## src/rtl/silife_sched_pkg.sv

```systemverilog
// Shared definitions for the SiLife generation scheduler: register map,
// CTRL bit positions and scheduler state encoding.
package silife_sched_pkg;

    localparam logic [23:0] ADDR_CTRL      = 24'h000000;
    localparam logic [23:0] ADDR_PERIOD    = 24'h000001;
    localparam logic [23:0] ADDR_GEN_LIMIT = 24'h000002;

    localparam int CTRL_RUN_BIT     = 0;
    localparam int CTRL_STEP_BIT    = 1;
    localparam int CTRL_CLR_GEN_BIT = 2;

    typedef enum logic [1:0] {
        IDLE     = 2'd0,
        WAIT     = 2'd1,
        HOLD     = 2'd2,
        STEP_REQ = 2'd3
    } sched_state_t;

endpackage

```

## src/rtl/silife_step_timer.sv

```systemverilog
// Loadable step-period down-counter; a load value of 0 is treated as 1.
module silife_step_timer #(
    parameter int PERIOD_BITS = 24
) (
    input  logic                   clk,
    input  logic                   reset_n,
    input  logic                   i_load,
    input  logic [PERIOD_BITS-1:0] i_load_value,
    input  logic                   i_enable,
    output logic                   o_zero
);

    logic [PERIOD_BITS-1:0] r_count;
    logic [PERIOD_BITS-1:0] w_load_value;

    assign w_load_value = (i_load_value == '0) ? PERIOD_BITS'(1) : i_load_value;

    // Flags the cycle whose decrement lands on zero, so a load of P yields P enabled cycles.
    assign o_zero = (r_count <= PERIOD_BITS'(1));

    always_ff @(posedge clk or negedge reset_n) begin
        if (!reset_n) begin
            r_count <= '0;
        end else if (i_load) begin
            r_count <= w_load_value;
        end else if (i_enable && (r_count != '0)) begin
            r_count <= r_count - PERIOD_BITS'(1);
        end
    end

endmodule

```

## src/rtl/silife_step_scheduler.sv

```systemverilog
// SiLife generation scheduler: control-register decode, step FSM and generation counter.
// Optional GEN_LIMIT auto-stop is built when SILIFE_GEN_LIMIT_EN is defined.
module silife_step_scheduler
    import silife_sched_pkg::*;
#(
    parameter int                     PERIOD_BITS  = 24,
    parameter int                     GEN_BITS     = 32,
    parameter logic [PERIOD_BITS-1:0] RESET_PERIOD = PERIOD_BITS'(24'd1000000)
) (
    input  logic                clk,
    input  logic                reset_n,
    input  logic                i_control_write,
    input  logic [23:0]         i_control_addr,
    input  logic [31:0]         i_control_data,
    input  logic                i_loader_busy,
    input  logic                i_step_done,
    output logic                o_step_req,
    output logic                o_running,
    output logic [GEN_BITS-1:0] o_generation,
    output logic                o_limit_hit
);

    sched_state_t           r_state;
    sched_state_t           w_state_next;
    logic                   r_step_req;
    logic                   r_run;
    logic                   r_step_armed;
    logic [PERIOD_BITS-1:0] r_period;
    logic [GEN_BITS-1:0]    r_generation;

    logic                   w_wr_ctrl;
    logic                   w_wr_period;
    logic                   w_clr_gen;
    logic                   w_step_accept;
    logic                   w_complete;
    logic                   w_limit_match;
    logic                   w_timer_load;
    logic                   w_timer_en;
    logic                   w_timer_zero;
    logic [GEN_BITS-1:0]    w_gen_inc;

    assign w_wr_ctrl   = i_control_write && (i_control_addr == ADDR_CTRL);
    assign w_wr_period = i_control_write && (i_control_addr == ADDR_PERIOD);
    assign w_clr_gen   = w_wr_ctrl && i_control_data[CTRL_CLR_GEN_BIT];
    assign w_complete  = (r_state == STEP_REQ) && i_step_done;
    assign w_gen_inc   = r_generation + GEN_BITS'(1);

    // The armed flag stays set until its step completes, so it also covers "in flight".
    assign w_step_accept = w_wr_ctrl && i_control_data[CTRL_STEP_BIT]
                         && !i_control_data[CTRL_RUN_BIT] && !r_run && !r_step_armed;

`ifdef SILIFE_GEN_LIMIT_EN
    logic                r_gen_limit_hit;
    logic [GEN_BITS-1:0] r_gen_limit;
    logic                w_wr_gen_limit;

    assign w_wr_gen_limit = i_control_write && (i_control_addr == ADDR_GEN_LIMIT);
    assign w_limit_match  = w_complete && !w_clr_gen && (r_gen_limit != '0)
                          && (w_gen_inc == r_gen_limit);

    always_ff @(posedge clk or negedge reset_n) begin
        if (!reset_n) begin
            r_gen_limit     <= '0;
            r_gen_limit_hit <= 1'b0;
        end else begin
            if (w_wr_gen_limit) begin
                r_gen_limit <= GEN_BITS'(i_control_data);
            end
            r_gen_limit_hit <= w_limit_match;
        end
    end

    assign o_limit_hit = r_gen_limit_hit;
`else
    assign w_limit_match = 1'b0;
    assign o_limit_hit   = 1'b0;
`endif

    always_ff @(posedge clk or negedge reset_n) begin
        if (!reset_n) begin
            r_run        <= 1'b0;
            r_period     <= RESET_PERIOD;
            r_step_armed <= 1'b0;
            r_generation <= '0;
        end else begin
            if (w_wr_ctrl) begin
                r_run <= i_control_data[CTRL_RUN_BIT];
            end
            if (w_limit_match) begin
                r_run <= 1'b0;
            end
            if (w_wr_period) begin
                r_period <= PERIOD_BITS'(i_control_data);
            end
            if (w_complete) begin
                r_step_armed <= 1'b0;
            end else if (w_step_accept) begin
                r_step_armed <= 1'b1;
            end
            if (w_clr_gen) begin
                r_generation <= '0;
            end else if (w_complete) begin
                r_generation <= w_gen_inc;
            end
        end
    end

    always_ff @(posedge clk or negedge reset_n) begin
        if (!reset_n) begin
            r_state    <= IDLE;
            r_step_req <= 1'b0;
        end else begin
            r_state    <= w_state_next;
            r_step_req <= (w_state_next == STEP_REQ);
        end
    end

    always_comb begin
        w_state_next = r_state;
        case (r_state)
            IDLE: begin
                if (r_run) begin
                    w_state_next = WAIT;
                end else if (r_step_armed) begin
                    w_state_next = i_loader_busy ? HOLD : STEP_REQ;
                end
            end
            WAIT: begin
                if (!r_run) begin
                    w_state_next = IDLE;
                end else if (w_timer_zero) begin
                    w_state_next = i_loader_busy ? HOLD : STEP_REQ;
                end
            end
            HOLD: begin
                if (!i_loader_busy) begin
                    w_state_next = STEP_REQ;
                end
            end
            STEP_REQ: begin
                if (w_complete) begin
                    w_state_next = (r_run && !w_limit_match) ? WAIT : IDLE;
                end
            end
            default: w_state_next = IDLE;
        endcase
    end

    // The timer reloads on every entry into WAIT, which picks up any PERIOD change.
    always_comb begin
        w_timer_load = (w_state_next == WAIT) && (r_state != WAIT);
        w_timer_en   = (r_state == WAIT);
    end

    silife_step_timer #(
        .PERIOD_BITS(PERIOD_BITS)
    ) u_timer (
        .clk         (clk),
        .reset_n     (reset_n),
        .i_load      (w_timer_load),
        .i_load_value(r_period),
        .i_enable    (w_timer_en),
        .o_zero      (w_timer_zero)
    );

    assign o_step_req   = r_step_req;
    assign o_running    = r_run;
    assign o_generation = r_generation;

endmodule

```

## config.mk

```make
export PLATFORM = sky130hd
export DESIGN_NAME = silife_step_scheduler
export DESIGN_NICKNAME = d
export VERILOG_FILES = /design/src/rtl/silife_sched_pkg.sv /design/src/rtl/silife_step_timer.sv /design/src/rtl/silife_step_scheduler.sv
export SDC_FILE = /design/constraint.sdc
export NUM_CORES = 1
export LEC_CHECK = 0
export CELL_PAD_IN_SITES_DETAIL_PLACEMENT = 0
export CELL_PAD_IN_SITES_GLOBAL_PLACEMENT = 1
export CORE_UTILIZATION = 39
export DETAILED_ROUTE_END_ITERATION = 12
export PLACE_DENSITY_LB_ADDON = 0.1
export RECOVER_POWER = 100
export REMOVE_ABC_BUFFERS = 1
export SKIP_CTS_REPAIR_TIMING = 1
export SYNTH_ARGS = -nofsm -noshare
export SYNTH_HDL_FRONTEND = slang
export SYNTH_SLANG_ARGS = --single-unit
```

## constraint.sdc

```tcl
create_clock -name clk -period 2.97 [get_ports clk]
set_clock_uncertainty 0.2 [all_clocks]
set_input_delay 0.4455 -clock clk [delete_from_list [all_inputs] [get_ports clk]]
set_output_delay 0.4455 -clock clk [all_outputs]
set_load 0.01 [all_outputs]
```

# == Yosys cells after proc, flatten, opt, wreduce, memory -nomap -nowiden ==
# Cells that the tools add are included.
# Widths: inputs -> output; s select.
# totals
reg_bits,85
in_bits,61
word_cells,53
# op_classes
add_sub_neg,2
magnitude_cmp,1
n_eq_ne,7
mux,16
reduce_logical,20
# op_table
cell,n
$mux 24,3
$mux 32,2
$logic_not 24->1,2
$add 32x1->32 const B,1
$eq 24x1->1 const B,1
$le 24x1->1 const B,1
$reduce_bool 24->1,1
$sub 24x1->24 const B,1
$mux 2,6
$logic_and 1x1->1,10
$pmux 2 s4,1
$eq 2x2->1 const B,3
$reduce_bool 2->1,3
$eq 2x1->1 const B,2
$mux 1,4
$logic_not 1->1,3
$logic_not 2->1,1
$ne 2x1->1 const B,1

# == Longest topological paths before layout ==
# Gate-level depths: netlist (run 1).
# depth
ltp_word,8
depth_mapped,8
ltp_nobuf,7

# == Hierarchy ==
# Synthesis (run 1) repeated with hierarchy kept, for this count alone.
# hier_totals
cells_unflattened,432
hier_area_um2,4438.0
# modules_own_cells
mod,n_inst,cells_each,area_each_um2,seq_area_each_um2
silife_step_scheduler,1,259,2880.3,1535.2
silife_step_timer,1,173,1557.7,600.6

# == Least setup slack after synthesis (run 1) ==
# No wires, ideal clock.
# synth_timing
path_kind,register to register
startpoint,reg u_timer.r_count[0]
endpoint,reg u_timer.r_count[22]
t_arrival_ns,1.863
t_required_ns,2.633
slack_ns,0.770
stages_incl_launch_ff,8
n_path_buf,0
cell_sequence,dfrtp_1 inv_1 ha_1 inv_1 or3_1 or4_1 o311ai_0 nand3_1
# synth_between
elab_chain_len,7
word_cells_on_any_way,12
# synth_lines
element,line,source
start: declaration,silife_step_timer.sv:13,logic [PERIOD_BITS-1:0] r_count;
start signal: assignment,silife_step_timer.sv:25,r_count <= w_load_value;
start signal: assignment,silife_step_timer.sv:27,r_count <= r_count - PERIOD_BITS'(1);
$le 24x1->1,silife_step_timer.sv:19,assign o_zero = (r_count <= PERIOD_BITS'(1));
$mux 2,silife_step_scheduler.sv:131,end else if (w_timer_zero) begin
$mux 2,silife_step_scheduler.sv:129,if (!r_run) begin
$pmux 2 s4,silife_step_scheduler.sv:120,case (r_state)
$eq 2x1->1,silife_step_scheduler.sv:151,w_timer_load = (w_state_next == WAIT) && (r_state != WAIT);
$logic_and 1x1->1,silife_step_scheduler.sv:151,
$mux 24 or $reduce_bool 2->1 (tied branches),n/a,
# Several ways; a longest one is shown, not always the timed one. The select of a mux whose other input is x is not followed.
# A chain may end at the register's enable or synchronous reset.

# == Worst setup path after layout (run 1) ==
# layout_timing
startpoint,in i_control_addr[12]
endpoint,reg r_period[20]
# layout_between
elab_chain_len,2
# layout_lines
element,line,source
start: declaration,silife_step_scheduler.sv:13,"input logic [23:0] i_control_addr,"
$eq 24x1->1,silife_step_scheduler.sv:43,assign w_wr_period = i_control_write && (i_control_addr == ADDR_PERIOD);
$logic_and 1x1->1,silife_step_scheduler.sv:43,
end signal: assignment,silife_step_scheduler.sv:93,r_period <= PERIOD_BITS'(i_control_data);
end: declaration,silife_step_scheduler.sv:28,logic [PERIOD_BITS-1:0] r_period;
# Every way passes these cells.

==> metrics.cfg, run 1 <==
[global_route]
first_global_vias=3713
grt_usage_pct=20.1
gr-total-overflow=0
grt_max_degree=36
grt_pass1_wl_um=18600
antenna_found_initial=0

[worst_setup_path]
worstReg2RegStart=u_timer.r_count[0]$_DFFE_PN0P_
reg2regPathDepth=7
path_buf_inv=2
slowest_delay_ps=550
worstSetupEndpointType=flip-flop
path_class=in2reg
required_ps=2990
crit_start=i_control_addr[12]
crit_family=buffers and inverters
r2r_slack_ps=390
slowest_stage=clkbuf_2
crit_path_start_kind=primary input
crit_arrival_ps=2650
crit_chain=dlygate4sd3_1 -> nor4_1 -> nand4_1 -> nor3_4 -> clkbuf_2 -> mux2_2
r2r-end=u_timer.r_count[18]$_DFFE_PN0P_
critPathMaxFanout=24

[die]
io_pins=96
initial_core_util_pct=39.9
chipHeight_um=110
core_area_sq_um=11400
dieArea_sq_um=12100
die_width_um=110
placementRows=39

[clocking]
root_buffer=clkbuf_16
cts_tree=done
clk_latency_ps=340
h-tree-depth=3
clock_sinks=85
numCtsBuffers=9
cts.clk_slew.worst_paths_ps=60
cts_buffer_depth=2

[placement]
port_buffers=86
dp_hpwl_um=7930
place_congestion=0.848
place_ws_ps=347

[timing]
finalHoldViolations=0
max_clock_freq_mhz=381
finalCriticalPeriod_ps=2620
worstMarginPinSlew_ps=1600
tns_ps=0
rsz0062_at_grt=no
layout_setup_ws_ps=347
post-route-period-util_pct=88.3
setup_viol=0
slew_viol_final=27
maxSlewHeadroom_pct=-6.83

[power]
comb_power_share_pct=18.6
leakage_nw=2.50
swShare_pct=29.9
p_sw_uw=954
ir_worst_vdd_mv=0.281
power.density_nw_per_um2=543
clock_power_share_pct=35.7
seqPwrFrac_pct=45.7
p_int_mw=2.24

[min_path]
min_to=u_timer.r_count[4]$_DFFE_PN0P_
hold_class=reg2reg
holdCritStartpoint=r_period[4]$_DFFE_PN0P_
whs_path_depth=2

[finish]
layout_common_cells=78 x dfrtp_1, 50 x clkdlybuf4s50_1, 45 x nor2_1, 36 x dlygate4sd3_1, 32 x nand3_1
drive_above_1_share_pct=13.9
fillCellCount=1092
areaGrowthSynthToFinish_pct=29.8
diodes=0
layout_commonest_cell=dfrtp_1
final_net_count=608

[synth]
synthArstFlopShare_pct=100
syn-cell-area_sq_um=4540
synth_warnings=0
synth_edf_count=0
synth-seq-cells=85
synth_top_area_share_pct=43.0
synth.avg_cell_area_sq_um=10.0
ys_seq_area_share_pct=47.1
syn_inst=452
synth_cell_type_count=53
synth_top_area_cell=dfrtp_1
netlist_top_cells_area=dfrtp_1 43%, mux2_2 6.2%, dfstp_2 4.1%
ys.flop_type=dfrtp_1

[routing]
drt_wl_total_um=11100
ant_nets=0
wire_per_inst_um=16.0
first_pass_iters=4
vias=3826
drc=0
drt-initial-drc-count=171
via_per_inst=5.54

[run_status]
violations=capacitance limit, slew limit
status=finished, violations left

[flow_run]
maxCapViolCount=1

## state kept, by name, indices dropped and copies added, names as in the netlist
register,cells
o_running,1
r_step_armed,1
u_timer.r_count,24
r_state,2
o_step_req,1
o_generation,32
r_period,24
## tightest hold or removal path, stage by stage (launching register included)
cell     delay (ps)
dfrtp_1         360
nand2_1          60
nand3_1          60
## power groups by stage
stage | combinational [mW] | sequential, mW | clock [mW]
finish | 0.595 | 1.46 | 1.14
global route | 0.685 | 1.49 | 1.23
CTS | 0.628 | 1.46 | 1.17
detailed placement | 0.628 | 1.48 | 0
global placement | 0.608 | 1.47 | 0
floorplan | 0.346 | 1.44 | 0
## logic make-up after synthesis
family                     after synthesis  synth area share (%)
AOI/OAI and AO/OA                       62                  9.30
xor gates and xnor gates                26                  5.02
adders and majority gates                4                  1.10
buffers and inverters                   30                  3.31
DFF                                     85                  47.1
muxes                                   25                  6.21
other                                    1                0.0827
and+or+nand+nor                        219                  27.9
## final cells by class
class	instances	area, sq um	area share (%)
tap	143	179	3.04
timing repair buffer	101	988	16.8
clock inverter	2	35.0	0.595
clock buffer	14	264	4.48
inverter	9	33.8	0.574
sequential	85	2140	36.3
multi-input combinational	337	2250	38.2
## how the worst max path moves through the flow
| stage | depth (start not counted) | slack [ps] | endpoint |
|---|---|---|---|
| global route | 7 | 160 | u_timer.r_count[18]$_DFFE_PN0P_ |
| finish | 6 | 350 | r_period[20]$_DFFE_PN0P_ |
| detailed placement | 7 | 350 | o_generation[8]$_DFFE_PN0P_ |
| CTS | 7 | 410 | u_timer.r_count[18]$_DFFE_PN0P_ |
| floorplan | 4 | 340 | r_period[0]$_DFFE_PN0P_ |
| global placement | 7 | 410 | o_generation[6]$_DFFE_PN0P_ |
## layer usage
layer	track usage [%]	wire length (um)	vias up	share of wire, %
li1	-	-	1873	-
met2	34.8	5520	80	50
met5	0	0	-	0
met4	8.19	224	0	2.0
met1	24.6	4920	1857	44
met3	3.32	398	16	3.6
## Yosys cell counts, types with 4 or more instances
library cell  count
dfrtp_1          78
nor4_1           20
a22oi_1           4
ha_1              4
or4_1             7
and2_1            4
buf_2             7
nand3_1          32
and3_1            5
inv_1             9
o21ai_0          13
a31oi_1          10
and4_1            9
xor2_1           13
dfstp_2           7
nor2_1           45
nand2_1          27
a21oi_1          10
or3_1            14
xnor2_1          13
nand4_1          18
nor4_4            4
or2_2             4
clkbuf_1          7
mux2_2           25
o311ai_0          8
nor3_1           14
## through the flow
stage	hold slack [ps]	util, %	cell area (sq um)	instances	power, mW
finish	310	51.8	5890	691	3.19
floorplan	-50.1	-	4420	431	1.79
detailed placement	192	49.3	5610	674	2.10
CTS	-174	52.0	5910	690	3.26
global route	342	51.8	5890	691	3.40
global placement	193	49.3	5610	674	2.08
Power figures use the tool's default switching activity.
==> run 2, diff against run 1 <==
- CORE_UTILIZATION: 39 -> 36
- PLACE_DENSITY: unset -> 0.79
- PLACE_DENSITY_LB_ADDON: 0.1 -> unset
- clock period: 2.97 -> 2.24 ns (I/O delays scaled with it)
==> run 2 against run 1 <==
Net effect: the run now ends clean; critical path depth is 1 lower; clock-buffer cell count stayed put; flip-flop and latch count stayed put; final cell count is 9.0% higher; routed wire length is 3.7% higher; sequential power is 28% higher; clock power is 25% higher; via count is 5.8% higher; hold slack better by 5.2 ps; largest power group unchanged.
==> metrics.cfg, run 2 (synthesis results as in run 1) <==
[clocking]
cts_tree=done
numCtsBuffers=9  ; unchanged
clk_latency_ps=340  ; about the same
cts_buffer_depth=2  ; unchanged
clock_sinks=85  ; unchanged
cts.clk_slew.worst_paths_ps=60  ; about the same
h-tree-depth=3  ; unchanged
root_buffer=clkbuf_16

[power]
ir_worst_vdd_mv=0.477  ; +70%
power.density_nw_per_um2=703  ; +30%
leakage_nw=2.69  ; +7.7%

[placement]
port_buffers=86  ; unchanged
placedCellCount=724  ; +7.4%
dp_hpwl_um=8060  ; +1.6%
place_congestion=0.861  ; +1.5%

[routing]
wire_per_inst_um=15.2  ; -4.8%
first_pass_iters=4  ; unchanged
drt-initial-drc-count=247  ; +44%
ant_nets=0  ; unchanged
via_per_inst=5.37  ; -2.9%
drc=0  ; unchanged
vias=4047  ; +5.8%
drt_wl_total_um=11500  ; +3.7%

[worst_setup_path]
critPathMaxFanout=4  ; -83%
crit_path_start_kind=flip-flop
path_class=reg2reg
worstSetupEndpointType=flip-flop
required_ps=2300  ; -690 ps
crit_arrival_ps=2250  ; -400 ps

[flow_run]
maxCapViolCount=0  ; -1

[finish]
layout_commonest_cell=dfrtp_1
final_net_count=646  ; +6.3%
layout_common_cells=73 x dfrtp_1, 54 x clkdlybuf4s50_1, 45 x nor2_1, 44 x buf_4
drive_above_1_share_pct=22.6  ; +8.7 points
fin_cells=753  ; +9.0%
final_core_util_pct=51.8  ; about the same
areaGrowthSynthToFinish_pct=38.9
diodes=0  ; unchanged
largest_reg_flops=32  ; unchanged

[global_route]
antenna_found_initial=0  ; unchanged
gr-total-overflow=0  ; unchanged
first_global_vias=4048  ; +9.0%
grt_pass1_wl_um=19200  ; +3.2%
grt_max_degree=39  ; +8.3%
grt_usage_pct=18.5  ; -1.6 points

[min_path]
hold_class=reg2reg

[timing]
post-route-period-util_pct=98.0
rsz0062_at_grt=yes
setup_viol=0  ; unchanged
tns_ps=0  ; unchanged
slew_viol_final=0  ; -100%
maxSlewHeadroom_pct=53.3  ; +60 points
finalCriticalPeriod_ps=2190
finalHoldViolations=0  ; unchanged
worstMarginPinSlew_ps=701  ; -901 ps
max_clock_freq_mhz=456

[die]
die_width_um=114  ; +4.0%
placementRows=40  ; +2.6%
chipHeight_um=114  ; +4.0%
dieArea_sq_um=13100  ; +8.2%
initial_core_util_pct=37.3  ; -2.6 points
io_pins=96  ; unchanged
core_area_sq_um=12200  ; +7.0%

[run_status]
status=completed

## run 2: cell types whose count changed in the layout (fill, tap and decap cells not counted), sizes merged
| cell | previous run | this run |
|---|---|---|
| clkdlybuf4s50 | 50 | 54 |
| clkbuf | 17 | 18 |
| dlygate4sd3 | 36 | 32 |
| buf | 12 | 48 |
| bufinv | 1 | 0 |
| a31o | 1 | 2 |
## run 2: path summary, 6_finish.rpt
path,depth (start not counted),start,slack [ps],to
min in group asynchronous,2,reset_n,380,o_generation[29]$_DFFE_PN0P_
worst max register to register,5,u_timer.r_count[9]$_DFFE_PN0P_,50,u_timer.r_count[13]$_DFFE_PN0P_
max in group asynchronous,3,reset_n,380,u_timer.r_count[9]$_DFFE_PN0P_
worst max-delay path,5,u_timer.r_count[9]$_DFFE_PN0P_,50,u_timer.r_count[13]$_DFFE_PN0P_
worst min register to register,2,r_period[15]$_DFFE_PN0P_,320,u_timer.r_count[15]$_DFFE_PN0P_
worst min-delay path,2,r_period[15]$_DFFE_PN0P_,320,u_timer.r_count[15]$_DFFE_PN0P_
## run 2: power by group
part | switching [mW] | total, mW | internal (mW)
Sequential | 0.184 | 1.87 | 1.68
Combinational | 0.579 | 1.14 | 0.565
Clock | 0.582 | 1.42 | 0.836
## run 2: critical path, stage by stage, from the launching register on
cell	delay, ps
dfrtp_2	430
or3_4	400
or2_4	240
or3_4	370
or3_4	340
a31oi_4	130
## run 2: cell type report
cell class | instances | area (sq um)
Clock buffer | 14 | 274
Clock inverter | 1 | 5.00
Fill cell | 1115 | 5860
Inverter | 9 | 33.8
Multi-Input combinational cell | 338 | 2340
Sequential cell | 85 | 2140
Tap cell | 168 | 210
Timing Repair Buffer | 138 | 1290
## run 2: metal layers
layer	up-vias	track usage, %	part of all wire (%)
met1	1990	21.8	43
li1	1954	-	-
met2	89	33.3	51
met4	0	6.49	1.8
met5	-	0	0
met3	14	3.81	3.7
## run 2: per-stage QoR
stage / worst slack, ps / area, sq um / hold slack [ps] / total power, mW
finish: 45.2 / 6300 / 315 / 4.43
global route: -28.6 / 6300 / 340 / 4.67
global placement: -149 / 5850 / 83.5 / 2.89
CTS: -13.4 / 6130 / -277 / 4.36
detailed placement: -197 / 5850 / 86.5 / 2.93
floorplan: -277 / 4420 / -160 / 2.37
==> run 3, diff against run 2 <==
- TNS_END_PERCENT: unset -> 10
==> run 3 against run 2 <==
Net effect: final area fell by 0.75%; via count fell by 0.52%; first-iteration DRC count fell by 4.0%.
==> metrics.cfg, run 3 (synthesis results as in run 1) <==
[clocking]
cts.clk_slew.worst_paths_ps=60  ; about the same
numCtsBuffers=9  ; unchanged
clk_latency_ps=340  ; about the same
h-tree-depth=3  ; unchanged
cts_buffer_depth=2  ; unchanged
root_buffer=clkbuf_16
clock_sinks=85  ; unchanged
cts_tree=done

[power]
power.density_nw_per_um2=706  ; +0.45%
ir_worst_vdd_mv=0.477  ; +0.12%
leakage_nw=2.68  ; -0.37%
power_mw=4.42  ; -0.30%

[worst_setup_path]
crit_chain=inv_2 -> buf_4 -> ha_1 -> a31o_2 -> or4_1 -> a31oi_1
crit_path_start_kind=flip-flop
slowest_delay_ps=500  ; +70 ps
reg2regPathDepth=6  ; +1
path_buf_inv=2  ; +2
crit_family=compound AO/OA/AOI/OAI gates
worstReg2RegStart=u_timer.r_count[1]$_DFFE_PN0P_
path_class=reg2reg
crit_arrival_ps=2250  ; about the same
critPathMaxFanout=17  ; +13
worstSetupEndpointType=flip-flop
required_ps=2300  ; about the same
r2r_slack_ps=50  ; about the same
slowest_stage=or4_1
crit_start=u_timer.r_count[1]$_DFFE_PN0P_
r2r-end=u_timer.r_count[23]$_DFFE_PN0P_

[routing]
first_pass_iters=4  ; unchanged
ant_nets=0  ; unchanged
wire_per_inst_um=15.3  ; +0.15%
drc=0  ; unchanged
vias=4026  ; -0.52%
via_per_inst=5.37  ; -0.12%
drt_wl_total_um=11400  ; -0.25%
drt-initial-drc-count=237  ; -4.0%

[global_route]
gr-total-overflow=0  ; unchanged
grt_pass1_wl_um=19200  ; unchanged
first_global_vias=4048  ; unchanged
antenna_found_initial=0  ; unchanged
grt_usage_pct=18.5  ; unchanged
grt_max_degree=39  ; unchanged

[timing]
maxSlewHeadroom_pct=53.3  ; +0.076 points
worstMarginPinSlew_ps=700  ; -1.13 ps
finalHoldViolations=0  ; unchanged
finalCriticalPeriod_ps=2190  ; -6.92 ps
setup_viol=0  ; unchanged
post-route-period-util_pct=97.7  ; -0.31 points
layout_setup_ws_ps=52.1  ; +6.92 ps
max_clock_freq_mhz=457  ; +0.32%
holdWs_ps=314  ; -1.12 ps
slew_viol_final=0  ; unchanged
rsz0062_at_grt=yes

[die]
placementRows=40  ; unchanged
initial_core_util_pct=37.3  ; unchanged
core_area_sq_um=12200  ; unchanged
dieArea_sq_um=13100  ; unchanged
io_pins=96  ; unchanged
die_width_um=114  ; unchanged
chipHeight_um=114  ; unchanged

[placement]
place_congestion=0.861  ; unchanged
place_ws_ps=-197  ; unchanged
port_buffers=86  ; unchanged
placedCellCount=724  ; unchanged
dp_hpwl_um=8060  ; unchanged

[finish]
final_net_count=643  ; -0.46%
areaGrowthSynthToFinish_pct=37.8
diodes=0  ; unchanged
fin_cells=750  ; -0.40%
largest_reg_flops=32  ; unchanged
fillCellCount=1121  ; +0.54%
layout_commonest_cell=dfrtp_1
layout_common_cells=73 x dfrtp_1, 51 x clkdlybuf4s50_1, 45 x nor2_1, 41 x buf_4, 35 x dlygate4sd3_1
final_core_util_pct=51.4  ; -0.39 points
drive_above_1_share_pct=22.2  ; -0.40 points

[min_path]
min_to=u_timer.r_count[15]$_DFFE_PN0P_
hold_class=reg2reg
holdCritStartpoint=r_period[15]$_DFFE_PN0P_
whs_path_depth=2  ; unchanged

[flow_run]
maxCapViolCount=0  ; unchanged

[run_status]
status=completed

## run 3: where the power goes
group	leakage (nW)	switching [mW]	total, mW	internal, mW
logic	1.47	0.576	1.13	0.555
registers	1.07	0.185	1.87	1.68
clock network	0.139	0.582	1.42	0.836
total	2.68	1.34	4.42	3.07
## run 3: how the worst max path moves through the flow
| stage | endpoint | slack [ps] | depth (start not counted) |
|---|---|---|---|
| after global placement | r_period[8]$_DFFE_PN0P_ | -150 | 6 |
| after floorplan | r_period[0]$_DFFE_PN0P_ | -280 | 4 |
| after global routing | u_timer.r_count[23]$_DFFE_PN0P_ | -30 | 5 |
| after CTS | u_timer.r_count[18]$_DFFE_PN0P_ | -10 | 8 |
| after detailed placement | r_period[22]$_DFFE_PN0P_ | -200 | 6 |
| final | u_timer.r_count[23]$_DFFE_PN0P_ | 50 | 6 |
## run 3: final cells by class
type	count	area [sq um]	share of cell area [%]
inverters	9	33.8	0.540
clock inverters	1	5.00	0.0800
multi-input cells	338	2320	37.1
repair buffers	135	1270	20.3
clock buffers	14	274	4.38
well taps	168	210	3.36
flip-flops and latches	85	2140	34.3
## run 3: tightest hold or removal path, delay by kind of cell, from the launching register on
family / cells / cell delay [ps]
flops: 1 / 370
simple gates: 2 / 110
## run 3: metal layers
layer  global-route usage [%]  vias up  part of all wire, %
met5                        0        -                    0
met4                     6.49        0                  1.8
met3                     3.81       14                  3.9
met2                     33.3       94                   51
met1                     21.8     1966                   43
li1                         -     1952                    -
## run 3: per-stage QoR
step	area [sq um]	setup TNS (ps)
2_1_floorplan	4420	-7730
3_3_place_gp	5850	-6450
3_5_place_dp	5850	-8290
4_1_cts	6130	-18.1
5_1_grt	6250	-122
6_report	6250	0
